$ cat config.mk
export PLATFORM = sky130hd
export DESIGN_NAME = bin2bcd_seq_flat
export DESIGN_NICKNAME = d
export VERILOG_FILES = /design/src/rtl/bin2bcd_seq_if.sv /design/src/rtl/bin2bcd_seq.sv /design/src/flat_wrapper.sv
export SDC_FILE = /design/constraint.sdc
export NUM_CORES = 1
export LEC_CHECK = 0
export BUFFER_PORTS_ARGS = -buffer_cell sky130_fd_sc_hd__buf_2
export CORE_ASPECT_RATIO = 0.5
export CORE_MARGIN = 1.5
export CORE_UTILIZATION = 52
export DETAILED_ROUTE_END_ITERATION = 8
export HOLD_SLACK_MARGIN = 0.06
export PLACE_DENSITY = 0.76
export SYNTH_ARGS = -nofsm -noshare
export SYNTH_HDL_FRONTEND = slang
export SYNTH_SLANG_ARGS = --single-unit
$ cat constraint.sdc
create_clock -name clk -period 2.3 [get_ports clk]
set_input_delay 0.115 -clock clk [delete_from_list [all_inputs] [get_ports clk]]
set_output_delay 0.115 -clock clk [all_outputs]
set_load 0.01 [all_outputs]
$ cat src/rtl/bin2bcd_seq_if.sv
// rtl/bin2bcd_seq_if.sv - start/busy/done conversion bus for the sequential binary-to-BCD converter
interface bin2bcd_seq_if #(
    parameter int DATA_W = 20,
    parameter int DIGITS = 6
) ();
    logic                  start;
    logic [DATA_W-1:0]     data;
    logic                  busy;
    logic                  done;
    logic [4*DIGITS-1:0]   bcd;
    logic                  ovf;
    logic [DIGITS-1:0]     lz_mask;

    modport master (
        output start, data,
        input  busy, done, bcd, ovf, lz_mask
    );

    modport slave (
        input  start, data,
        output busy, done, bcd, ovf, lz_mask
    );
endinterface

$ cat src/rtl/bin2bcd_seq.sv
// rtl/bin2bcd_seq.sv - parametrised shift-and-add-3 binary-to-BCD converter, one bit per clock
module bin2bcd_seq #(
    parameter int DATA_W = 20,
    parameter int DIGITS = 6
) (
    input  logic          clk,
    input  logic          rst,
    bin2bcd_seq_if.slave  bus
);
    localparam int BCD_W = 4 * DIGITS;
    localparam int SR_W  = BCD_W + DATA_W;
    localparam int CNT_W = $clog2(DATA_W + 1);

    typedef enum logic {IDLE, CONV} state_t;

    state_t             state, state_nxt;
    logic [SR_W-1:0]    sr, sr_adj, sr_shift;
    logic [CNT_W-1:0]   cnt;
    logic               sticky;
    logic               last_iter;
    logic               ovf_final;
    logic [BCD_W-1:0]   bcd_final;
    logic [DIGITS-1:0]  lz_final;
    logic               all_zero;

    logic               busy_q, done_q, ovf_q;
    logic [BCD_W-1:0]   bcd_q;
    logic [DIGITS-1:0]  lz_q;

    assign last_iter = (cnt == CNT_W'(DATA_W - 1));

    always_ff @(posedge clk or posedge rst) begin
        if (rst) state <= IDLE;
        else     state <= state_nxt;
    end

    always_comb begin
        state_nxt = state;
        case (state)
            IDLE:    if (bus.start) state_nxt = CONV;
            CONV:    if (last_iter) state_nxt = IDLE;
            default: state_nxt = IDLE;
        endcase
    end

    // One iteration: adjust every digit >= 5, then shift the whole {bcd, bin} register.
    always_comb begin
        sr_adj = sr;
        for (int d = 0; d < DIGITS; d++) begin
            if (sr[DATA_W + 4*d +: 4] >= 4'd5)
                sr_adj[DATA_W + 4*d +: 4] = sr[DATA_W + 4*d +: 4] + 4'd3;
        end
        sr_shift  = {sr_adj[SR_W-2:0], 1'b0};
        ovf_final = sticky | sr_adj[SR_W-1];
        bcd_final = ovf_final ? {DIGITS{4'h9}} : sr_shift[SR_W-1:DATA_W];

        // Units digit is never blanked so a zero result still shows "0".
        lz_final = '0;
        all_zero = 1'b1;
        for (int i = DIGITS - 1; i >= 1; i--) begin
            all_zero    = all_zero & (bcd_final[4*i +: 4] == 4'd0);
            lz_final[i] = all_zero;
        end
    end

    always_ff @(posedge clk or posedge rst) begin
        if (rst) begin
            sr     <= '0;
            cnt    <= '0;
            sticky <= 1'b0;
            busy_q <= 1'b0;
            done_q <= 1'b0;
            bcd_q  <= '0;
            ovf_q  <= 1'b0;
            lz_q   <= '0;
        end else begin
            done_q <= 1'b0;
            case (state)
                IDLE: begin
                    if (bus.start) begin
                        sr     <= {{BCD_W{1'b0}}, bus.data};
                        cnt    <= '0;
                        sticky <= 1'b0;
                        busy_q <= 1'b1;
                    end
                end
                CONV: begin
                    sr     <= sr_shift;
                    cnt    <= cnt + CNT_W'(1);
                    sticky <= ovf_final;
                    if (last_iter) begin
                        bcd_q  <= bcd_final;
                        ovf_q  <= ovf_final;
                        lz_q   <= lz_final;
                        done_q <= 1'b1;
                        busy_q <= 1'b0;
                    end
                end
                default: ;
            endcase
        end
    end

    assign bus.busy    = busy_q;
    assign bus.done    = done_q;
    assign bus.bcd     = bcd_q;
    assign bus.ovf     = ovf_q;
    assign bus.lz_mask = lz_q;
endmodule
$ cat src/flat_wrapper.sv
// flat-port wrapper written by rule: the top's interface ports become plain ports
module bin2bcd_seq_flat 
#(
    parameter int DATA_W = 20,
    parameter int DIGITS = 6
)
  (clk, rst, bus_start, bus_data, bus_busy, bus_done, bus_bcd, bus_ovf, bus_lz_mask);
  bin2bcd_seq_if #(.DATA_W(DATA_W), .DIGITS(DIGITS)) bus_i ();
  input  logic clk;
  input  logic rst;
  input wire logic [$bits(bus_i.start)-1:0] bus_start;
  input wire logic [$bits(bus_i.data)-1:0] bus_data;
  output wire logic [$bits(bus_i.busy)-1:0] bus_busy;
  output wire logic [$bits(bus_i.done)-1:0] bus_done;
  output wire logic [$bits(bus_i.bcd)-1:0] bus_bcd;
  output wire logic [$bits(bus_i.ovf)-1:0] bus_ovf;
  output wire logic [$bits(bus_i.lz_mask)-1:0] bus_lz_mask;
  assign bus_i.start = bus_start;
  assign bus_i.data = bus_data;
  assign bus_busy = bus_i.busy;
  assign bus_done = bus_i.done;
  assign bus_bcd = bus_i.bcd;
  assign bus_ovf = bus_i.ovf;
  assign bus_lz_mask = bus_i.lz_mask;
  bin2bcd_seq #(.DATA_W(DATA_W), .DIGITS(DIGITS)) u_core (.clk(clk), .rst(rst), .bus(bus_i));
endmodule
# == Word-level counts from Yosys, hierarchy flattened ==
# Index checks and enable logic that the tools add are counted.
# word_totals
input_bits,23
wordCells,59
register_bits,83
output_inout_bits,33
# op_classes
n_eq_ne,3
reduce_logical,7
order_cmp,6
n_addsub,7
bitwise,6
muxes,21
# ops
operator,count
$pmux W44 S2,1
$mux W44,1
$add A4 B2 Y4 const B,6
$ge A4 B3 Y1 const B,6
$mux W24,1
$mux W4,6
$logic_not A4 Y1,5
$pmux W5 S2,1
$mux W1,7
$pmux W1 S2,3
$add A5 B1 Y5 const B,1
$eq A5 B5 Y1 const B,1
$mux W5,1
$and A1 B1 Y1,4
$ne A2 B2 Y1 const B,2
$reduce_and A2 Y1,2
$not A1 Y1,1
$or A1 B1 Y1,1

# == Longest topological paths before layout ==
# Gate-level depths: netlist of the first run.
# logic_depth
ltp_word,9
depth_mapped,9
mapped_depth_nobuf,8

# == Worst setup path after synthesis of the first run ==
# No wires, ideal clock.
# synth_path
kind,reg2reg
start,reg u_core.sr[40]
end,reg u_core.lz_q[1] (netlist: u_core.bus.lz_mask[1])
period_less_slack_ps,1909
stages_incl_launch_ff,10
arrival_ps,1788
setup_slack_ps,391
setup_ps,122
required_ps,2178
cell_sequence,dfrtp_1 inv_1 ha_1 nor2b_1 nor3_1 nor3_1 buf_6 nand2_1 nor3_1 a32o_1
# synth_via
elab_chain_cells,9
# synth_lines
element,line_no,rtl
"start, declared",bin2bcd_seq.sv:17,"logic [SR_W-1:0] sr, sr_adj, sr_shift;"
"start signal, assigned",bin2bcd_seq.sv:81,"sr <= {{BCD_W{1'b0}}, bus.data};"
"start signal, assigned",bin2bcd_seq.sv:88,sr <= sr_shift;
$add A4 B2 Y4 / $ge A4 B3 Y1 (equally long branches),"bin2bcd_seq.sv:51, bin2bcd_seq.sv:50",
$mux W4 *,bin2bcd_seq.sv:50,if (sr[DATA_W + 4*d +: 4] >= 4'd5)
$or A1 B1 Y1,bin2bcd_seq.sv:54,ovf_final = sticky | sr_adj[SR_W-1];
$mux W24 *,bin2bcd_seq.sv:55,bcd_final = ovf_final ? {DIGITS{4'h9}} : sr_shift[SR_W-1:DATA_W];
$logic_not A4 Y1,bin2bcd_seq.sv:61,all_zero = all_zero & (bcd_final[4*i +: 4] == 4'd0);
$and A1 B1 Y1 (3 in a row),bin2bcd_seq.sv:61,
$and A1 B1 Y1 *,bin2bcd_seq.sv:61,
"end signal, assigned",bin2bcd_seq.sv:94,lz_q <= lz_final;
"end, declared",bin2bcd_seq.sv:28,logic [DIGITS-1:0] lz_q;
# Mark *: on every way between the ends. The rest lies on a longest branch, timed or not.
# A chain may end at the register's enable or synchronous reset.

# == Final worst setup path of the first run ==
# Same ends and word-level chain as after synthesis.

==> impl_metrics.py, run 1 <==
metrics = {
    "yosys": {
        "synth.avg_cell_area_um2": 9.88,
        "synth-seq-area-share": 0.516,
        "yosys.area.top_type": "dfrtp_1",
        "yosysUniqueCellTypes": 44,
        "synth_seq_cells": 83,
        "synth.area.top_cells": "dfrtp_1 52%, nand2_1 6.2%, mux2i_1 5.5%",
        "syn-instance-count": 407,
        "syn-num-nets": 443,
        "yosysTopAreaCellShare": 0.516,
        "syn-cell-area_mm2": 0.00402,
        "yosysWarnings": 0,
    },
    "finish": {
        "n_fill_cell": 585,
        "final_util": 0.650,
        "final_cell_mix": "82 x dfrtp_1, 66 x nand2_1, 54 x buf_2",
        "diodes": 0,
        "drive_gt1_frac": 0.200,
        "layout.nets": 505,
        "area_delta_synth_final_pct": 19.7,
        "final_common_cell": "dfrtp_1",
    },
    "timing": {
        "fmax_mhz": 456,
        "relSlewSlack": 0.444,
        "worst_slew_pin_slew_ns": 0.831,
        "hold_viol_final": 0,
        "period_minus_slack_ns": 2.19,
        "finalSetupViolCount": 0,
        "post-route-period-util": 0.954,
        "drv_slew": 0,
        "final.setup.tns_ns": 0,
        "fin_skew_ns": 0.00399,
    },
    "die": {
        "std_cell_rows": 22,
        "start_util": 0.543,
        "core-area_mm2": 0.00740,
        "fp.dieH_um": 65.2,
        "dieArea_mm2": 0.00830,
        "pin_count": 56,
        "die_width_um": 127,
    },
    "clocking": {
        "cts_tree": "built",
        "htreeDepth": 3,
        "cts.path.max_buffers": 2,
        "cts-root-buf": "clkbuf_16",
        "clkTransAtPathRegs_ns": 0.06,
        "cts.sinks": 83,
        "cts_buffers": 9,
        "clk_latency_ns": 0.34,
    },
    "global_route": {
        "grt_max_degree": 51,
        "grt_pass1_wl_um": 14900,
        "antenna_found_initial": 0,
        "grt_usage": 0.237,
        "overflow": 0,
        "grt_pass1_vias": 2978,
    },
    "worst_setup_path": {
        "critPathSlowestCell": "dfrtp_1",
        "slowest_delay_ns": 0.42,
        "reg2reg_slack_ns": 0.11,
        "critPathKind": "register to register",
        "crit_required_ns": 2.58,
        "crit_chain": "buf_6, ha_1, nor2b_4, nor3_2, buf_4, nor4_4, o211ai_2, nor4_4, a32o_1",
        "arrival_ns": 2.47,
        "crit_top_cell": "nor4_4",
        "worstSetupEndpointType": "register",
        "critPathMaxFanout": 5,
        "start_kind": "register",
    },
    "route": {
        "drtIter0Drc": 173,
        "num_vias": 3186,
        "route.detailed.drc": 0,
        "avgViaCountPerCell": 5.59,
        "avgRoutedWirePerCell_um": 16.0,
        "dr.pass1.iters": 4,
        "drt-total-wl_um": 9110,
        "ant_nets": 0,
    },
    "power": {
        "p_int_w": 0.00421,
        "combPwrFrac": 0.416,
        "seqPwrFrac": 0.369,
        "p_leak_nw": 2.32,
        "p_total_w": 0.00687,
        "swShare": 0.388,
        "ir_drop_uv": 547,
        "p_per_area_mw_per_mm2": 1430,
        "total_switching_power_w": 0.00266,
        "clkPwrFrac": 0.215,
    },
    "worst_hold_path": {
        "hp-class": "input pin to register",
    },
    "placement": {
        "gp_congestion": 0.867,
        "hpwlAfterDp_um": 5950,
        "place.port_buffers": 54,
    },
    "flow_run": {
        "cap_violations": 0,
    },
    "outcome": {
        "run_status": "complete, no violations",
    },
}
## logic make-up after synthesis
kind of cell	synth area share
AO/OA/AOI/OAI	0.181
adder cells (fa/ha/maj)	0.0404
flip-flops	0.516
AND/OR/NAND/NOR	0.141
buffers and inverters	0.0457
other	0.000932
multiplexers	0.0575
XOR/XNOR	0.0174
## power groups by stage
stage          Clock, W  Combinational (W)  Sequential [W]
2_1_floorplan         0            0.00199         0.00250
3_3_place_gp          0            0.00267         0.00252
3_5_place_dp          0            0.00276         0.00254
4_1_cts         0.00151            0.00280         0.00253
5_1_grt         0.00157            0.00322         0.00261
6_report        0.00148            0.00286         0.00254
## stage by stage
| step | worst slack [ns] | instances | hold WS (ns) | cell area, um^2 |
|---|---|---|---|---|
| after global placement | 0.320 | 547 | 0.203 | 4420 |
| final | 0.106 | 570 | 0.0681 | 4810 |
| after CTS | 0.170 | 569 | 0.0612 | 4790 |
| after global routing | -0.00240 | 570 | 0.0744 | 4810 |
| after floorplan | 0.0482 | 407 | 0.271 | 4020 |
| after detailed placement | 0.209 | 547 | 0.201 | 4420 |
## flip-flops by register name (all words and copies together) (netlist names)
signal,cells
u_core.bus.busy,1
u_core.bus.ovf,1
u_core.bus.done,1
u_core.bus.lz_mask,5
u_core.state,1
u_core.sticky,1
u_core.cnt,5
u_core.bus.bcd,24
u_core.sr,44
## path summary, 6_finish.rpt
path | start | endpoint | cells after the start
min in group asynchronous | rst | u_core.bus.busy | 3
hold reg to reg | u_core.bus.bcd[22] | u_core.bus.bcd[22] | 2
hold / removal | bus_data[11] | u_core.sr[11] | 3
setup reg to reg | u_core.sr[40] | u_core.bus.lz_mask[1] | 9
max in group asynchronous | rst | u_core.bus.lz_mask[4] | 4
setup / recovery | u_core.sr[40] | u_core.bus.lz_mask[1] | 9
## critical path, delay by kind of cell (launching register included)
| family | cells | cell delay [ns] |
|---|---|---|
| AND/OR/NAND/NOR | 4 | 0.80 |
| AO/OA/AOI/OAI | 2 | 0.41 |
| flip-flops | 1 | 0.42 |
| buffers and inverters | 2 | 0.29 |
| adder cells (fa/ha/maj) | 1 | 0.22 |
## timing repair
action / in CTS / in global routing
buffers inserted: 0 / 1
endpoints found under the hold margin: 38 / 0
setup endpoints to repair: 0 / 1
gates resized for setup: 0 / 6
hold buffers: 6 / 0
## per-layer routing
layer | vias to the layer above | part of all wire | global-route usage
met1 | 1539 | 0.49 | 0.330
met4 | 0 | 0.016 | 0.0739
met5 | - | 0 | 0
met2 | 86 | 0.44 | 0.360
li1 | 1544 | - | -
met3 | 17 | 0.057 | 0.0708
## synth_stat cells, drive strengths merged
master,n
dfrtp,83
nand2,66
o21ai,41
nor2,24
mux2i,22
inv,21
a21oi,19
clkbuf,14
a22o,13
ha,13
o22ai,12
buf,9
a31oi,7
o31ai,7
a21o,6
nor3,6
xnor2,6
nand2b,5
nor3b,5
and2,4
nor4,3
o211ai,3
a41oi,2
and3,2
nand3,2
o22a,2
xor2,2
a31o,1
a32o,1
conb,1
mux2,1
nand4,1
nor2b,1
o21bai,1
o31a,1
## layout make-up
type / count / area (um^2) / area share
clock inverters: 1 / 30.0 / 0.00624
multi-input cells: 280 / 1780 / 0.369
clock buffers: 15 / 278 / 0.0577
inverters: 21 / 80.1 / 0.0166
repair buffers: 74 / 452 / 0.0938
well taps: 96 / 120 / 0.0249
flip-flops and latches: 83 / 2080 / 0.432
(Power assumes the default switching activity.)
==> inputs of run 2 (changes only) <==
- clock period: 2.3 -> 1.8 ns (I/O delays scaled with it)
==> run 2 against run 1 <==
The flow now finishes with violations (negative setup slack). Count of clock-buffer cells in the layout down 4. Die area unchanged. First-iteration DRC count up 83%. Clock skew up 0.0027 ns. Total power up 42%. Worst hold slack worse by 0.00052 ns. Sequential power up 26%. Largest cell class unchanged. Cell count up 8.1%. Flip-flop and latch count unchanged. Utilization up 7.1 points. Worst setup slack worse by 0.20 ns.
==> impl_metrics.py, run 2 (synthesis results as in run 1) <==
metrics = {
    "placement": {
        "placed_area_mm2": 0.00474,
        "gp_congestion": 0.866,
        "hpwlAfterDp_um": 6220,
        "place.port_buffers": 54,
    },
    "worst_setup_path": {
        "crit_chain": "inv_2, ha_4, nor2b_4, o21bai_4, and3_4, o211ai_4, buf_4, buf_6, inv_1, a22o_1",
        "slowest_delay_ns": 0.41,
        "crit_path_start": "u_core.sr[40]",
        "critPathSlowestCell": "dfrtp_1",
        "timing.critical_path.buf_inv": 4,
        "critical_path.top_delay_family": "compound AO/OA/AOI/OAI gates",
        "start_kind": "register",
        "critPathMaxFanout": 3,
        "crit_required_ns": 2.03,
        "critPathKind": "register to register",
        "timing.rr.start": "u_core.sr[40]",
        "worstSetupEndpointType": "register",
        "arrival_ns": 2.12,
        "reg2reg_slack_ns": -0.09,
    },
    "clocking": {
        "cts_tree": "built",
        "clkTransAtPathRegs_ns": 0.06,
        "cts-root-buf": "clkbuf_16",
        "cts_buffers": 9,
        "htreeDepth": 3,
        "cts.sinks": 83,
        "clk_latency_ns": 0.34,
        "cts.path.max_buffers": 2,
    },
    "global_route": {
        "grt_usage": 0.253,
        "antenna_found_initial": 0,
        "overflow": 0,
        "grt_pass1_vias": 3368,
        "grt_max_degree": 72,
        "grt_pass1_wl_um": 16100,
    },
    "timing": {
        "hold_viol_final": 0,
        "fmax_mhz": 528,
        "drv_slew": 0,
        "fin_skew_ns": 0.00666,
        "postLayoutSetupSlackWorst_ns": -0.0949,
        "post-route-period-util": 1.05,
        "hold_ws_ns": 0.0676,
        "period_minus_slack_ns": 1.89,
        "rsz0062_at_grt": "true",
        "finalSetupViolCount": 5,
        "final.setup.tns_ns": -0.255,
    },
    "finish": {
        "n_fill_cell": 523,
        "drive_gt1_frac": 0.317,
        "layout.nets": 553,
        "diodes": 0,
        "final_common_cell": "dfrtp_1",
        "design_area_mm2": 0.00534,
        "final_util": 0.721,
        "largest_reg_flops": 44,
        "area_delta_synth_final_pct": 32.7,
        "regMostFlops": "u_core.sr",
        "final_cell_mix": "82 x dfrtp_1, 66 x nand2_1, 54 x buf_2",
    },
    "outcome": {
        "run_status": "complete, but fails checks",
        "violations": "negative setup slack",
    },
    "die": {
        "pin_count": 56,
        "std_cell_rows": 22,
        "fp.dieH_um": 65.2,
        "start_util": 0.543,
        "die_width_um": 127,
        "dieArea_mm2": 0.00830,
        "core-area_mm2": 0.00740,
    },
    "power": {
        "seqPwrFrac": 0.330,
        "ir_drop_uv": 846,
        "p_per_area_mw_per_mm2": 1820,
        "swShare": 0.386,
        "total_switching_power_w": 0.00376,
        "p_int_w": 0.00598,
        "p_leak_nw": 2.55,
        "clkPwrFrac": 0.173,
        "combPwrFrac": 0.498,
    },
    "worst_hold_path": {
        "hp-class": "input pin to register",
        "min-delay-start": "bus_data[17]",
    },
    "route": {
        "ant_nets": 0,
        "drtIter0Drc": 317,
        "num_vias": 3436,
        "avgRoutedWirePerCell_um": 15.7,
        "avgViaCountPerCell": 5.58,
        "route.detailed.drc": 0,
        "drt-total-wl_um": 9680,
        "dr.pass1.iters": 4,
    },
    "flow_run": {
        "cap_violations": 0,
    },
}
run 2: cell types whose count changed in the layout (fill, tap and decap cells not counted), moves of 3 or more:
| cell | before | now |
|---|---|---|
| inv_2 | 1 | 7 |
| ha_1 | 12 | 5 |
| ha_2 | 1 | 4 |
| ha_4 | 0 | 4 |
| buf_4 | 12 | 50 |
| a21oi_2 | 0 | 6 |
| a21oi_1 | 19 | 13 |
| o21ai_0 | 40 | 37 |
| dlygate4sd3_1 | 6 | 14 |
| clkbuf_1 | 3 | 0 |
| inv_1 | 19 | 13 |
run 2: what timing repair did:
item / 4_1_cts / 5_1_grt
buffers inserted: 5 / 2
hold buffers: 14 / 0
setup endpoints to repair: 18 / 23
resized for setup: 26 / 12
hold endpoints to repair: 31 / 0
pin swaps: 10 / 2
run 2: cell type report:
class / instances / area, um^2 / share of cell area
sequential: 83 / 2080 / 0.389
clock inverter: 3 / 15.0 / 0.00281
clock buffer: 11 / 253 / 0.0473
inverter: 21 / 82.6 / 0.0155
tap: 96 / 120 / 0.0225
multi-input combinational: 280 / 1930 / 0.362
timing repair buffer: 122 / 857 / 0.161
run 2: final timing paths:
check | endpoint | depth (start not counted)
min reg2reg | u_core.sr[3] | 2
min | u_core.sr[17] | 3
min in group asynchronous | u_core.sr[11] | 3
max in group asynchronous | u_core.state | 4
max reg2reg | u_core.bus.lz_mask[5] | 10
max | u_core.bus.lz_mask[5] | 10
run 2: power by group through the flow:
stage	clock, W	sequential (W)	combinational (W)
finish	0.00168	0.00321	0.00485
global route	0.00179	0.00330	0.00540
CTS	0.00171	0.00318	0.00470
detailed placement	0	0.00318	0.00429
global placement	0	0.00315	0.00416
floorplan	0	0.00320	0.00259
run 2: stage by stage:
step / power (W) / std cells / setup slack [ns]
after global routing: 0.0105 / 616 / -0.206
after global placement: 0.00731 / 582 / -0.180
final: 0.00974 / 616 / -0.0949
after CTS: 0.00960 / 615 / -0.0700
after floorplan: 0.00579 / 407 / -0.0124
after detailed placement: 0.00747 / 582 / -0.281
run 2: layer usage:
layer,share of wire,global-route usage
met5,0,0
met2,0.47,0.424
met3,0.061,0.0594
met4,0.013,0.0852
met1,0.45,0.327
run 2: worst register-to-register path: stages, from the launching register on:
cell	delay (ns)
dfrtp_1	0.41
inv_2	0.10
ha_4	0.13
nor2b_4	0.20
o21bai_4	0.08
and3_4	0.19
o211ai_4	0.22
buf_4	0.15
buf_6	0.09
inv_1	0.03
a22o_1	0.18
==> inputs of run 3 (changes only) <==
- SKIP_LAST_GASP: unset -> 1
==> run 3 against run 2 <==
The flow still finishes with violations (negative setup slack). Clock skew about the same. Non-clock buffer count stayed put. Wire length is 0.64% lower. First-iteration DRC count rose by 6.0%. Global-route usage did not move. Cell area unchanged. Cell count stayed put. Critical endpoint is now u_core.bus.lz_mask[1]. Sequential share of layout area unchanged. Largest power group unchanged. Maximum frequency is 0.90% lower.
==> impl_metrics.py, run 3 (synthesis results as in run 1) <==
metrics = {
    "outcome": {
        "run_status": "complete, but fails checks",
        "violations": "negative setup slack",
    },
    "worst_setup_path": {
        "worstSetupEndpointType": "register",
        "arrival_ns": 2.18,
        "critPathSlowestCell": "nor4_4",
        "start_kind": "register",
        "critPathMaxFanout": 3,
        "critPathKind": "register to register",
        "crit_required_ns": 2.07,
        "timing.rr.start": "u_core.sr[33]",
        "slowest_delay_ns": 0.39,
        "crit_chain": "inv_2, ha_4, nand2b_4, a21o_1, nor3_1, a31oi_1, nor4_4, a32o_1",
        "crit_path_start": "u_core.sr[33]",
    },
    "finish": {
        "design_area_mm2": 0.00534,
        "register_area_mm2": 0.00208,
        "multi_input_area_mm2": 0.00193,
        "layout.nets": 553,
        "diodes": 0,
        "final_common_cell": "dfrtp_1",
        "regMostFlops": "u_core.sr",
        "largest_reg_flops": 44,
        "n_fill_cell": 523,
        "drive_gt1_frac": 0.317,
        "final_cell_mix": "82 x dfrtp_1, 66 x nand2_1, 54 x buf_2",
        "area_delta_synth_final_pct": 32.7,
    },
    "clocking": {
        "clkTransAtPathRegs_ns": 0.06,
        "clk_latency_ns": 0.34,
        "cts.sinks": 83,
        "cts_buffers": 9,
        "htreeDepth": 3,
        "cts-root-buf": "clkbuf_16",
        "cts_tree": "built",
        "cts.path.max_buffers": 2,
    },
    "worst_hold_path": {
        "min-delay-start": "bus_data[17]",
        "hp-class": "input pin to register",
    },
    "timing": {
        "hold_viol_final": 0,
        "post-route-period-util": 1.06,
        "rsz0062_at_grt": "true",
        "drv_slew": 0,
        "fmax_mhz": 523,
        "postLayoutSetupSlackWorst_ns": -0.112,
        "hold_ws_ns": 0.0690,
        "period_minus_slack_ns": 1.91,
        "finalSetupViolCount": 5,
        "fin_skew_ns": 0.00634,
    },
    "power": {
        "ir_drop_uv": 847,
        "p_per_area_mw_per_mm2": 1820,
        "p_total_w": 0.00974,
        "p_leak_nw": 2.55,
    },
    "route": {
        "route.detailed.drc": 0,
        "dr.pass1.iters": 4,
        "drt-total-wl_um": 9620,
        "avgViaCountPerCell": 5.60,
        "num_vias": 3452,
        "avgRoutedWirePerCell_um": 15.6,
        "ant_nets": 0,
        "drtIter0Drc": 336,
    },
    "global_route": {
        "grt_util_met2": 0.424,
        "grt_max_degree": 72,
        "grt_pass1_wl_um": 16100,
        "antenna_found_initial": 0,
        "grt_util_met1": 0.327,
        "grt_pass1_vias": 3368,
        "use_met3": 0.0594,
        "top_usage_layer": "met2",
        "grt_usage": 0.253,
        "overflow": 0,
    },
    "die": {
        "core-area_mm2": 0.00740,
        "die_width_um": 127,
        "std_cell_rows": 22,
        "dieArea_mm2": 0.00830,
        "start_util": 0.543,
        "pin_count": 56,
        "fp.dieH_um": 65.2,
    },
    "flow_run": {
        "cap_violations": 0,
    },
    "placement": {
        "placed_area_mm2": 0.00474,
        "gp_congestion": 0.866,
        "hpwlAfterDp_um": 6220,
        "place.port_buffers": 54,
    },
}
## run 3: worst paths after layout
check | endpoint | slack (ns) | depth (start not counted)
worst max register to register | u_core.bus.lz_mask[1] | -0.11 | 8
worst max-delay path | u_core.bus.lz_mask[1] | -0.11 | 8
max in group asynchronous | u_core.state | 0.81 | 4
worst min register to register | u_core.sr[3] | 0.48 | 2
min in group asynchronous | u_core.sr[11] | 0.30 | 3
worst min-delay path | u_core.sr[17] | 0.07 | 3
## run 3: what timing repair did
item | 4_1_cts | 5_1_grt
endpoints found under the setup margin | 18 | 23
resized for setup | 26 | 11
pin swaps | 10 | 2
hold buffers | 14 | 0
setup buffers | 5 | 2
hold endpoints to repair | 31 | 0
## run 3: per-stage QoR
step           setup WS [ns]  setup TNS, ns  instances  utilization
2_1_floorplan        -0.0124        -0.0124        407            -
4_1_cts              -0.0700        -0.0936        615        0.716
6_report              -0.112         -0.293        616        0.721
3_5_place_dp          -0.281          -2.68        582        0.640
5_1_grt               -0.206          -1.10        616        0.721
3_3_place_gp          -0.180          -1.31        582        0.640
## run 3: power breakdown
part / switching, W / total, W / internal, W
registers: 0.000613 / 0.00321 / 0.00260
logic: 0.00245 / 0.00485 / 0.00240
clock network: 0.000692 / 0.00168 / 0.000986
## run 3: area by class of cell
type | count | area share
clock buffer | 11 | 0.0473
clock inverter | 3 | 0.00281
inverter | 21 | 0.0155
multi-input combinational | 280 | 0.362
sequential | 83 | 0.389
tap | 96 | 0.0225
timing repair buffer | 122 | 0.161
## run 3: worst max-delay path: cells and delay by family, from the launching register on
kind,cells,cell delay [ns]
flops,1,0.37
fa+ha+maj,1,0.16
buf+inv,1,0.09
simple gates,3,0.69
compound gates,3,0.54
## run 3: per-layer routing
metal | wire (um) | up-vias
met5 | 0 | -
met4 | 77 | 0
met3 | 468 | 12
met2 | 4640 | 105
met1 | 4430 | 1692
li1 | - | 1643
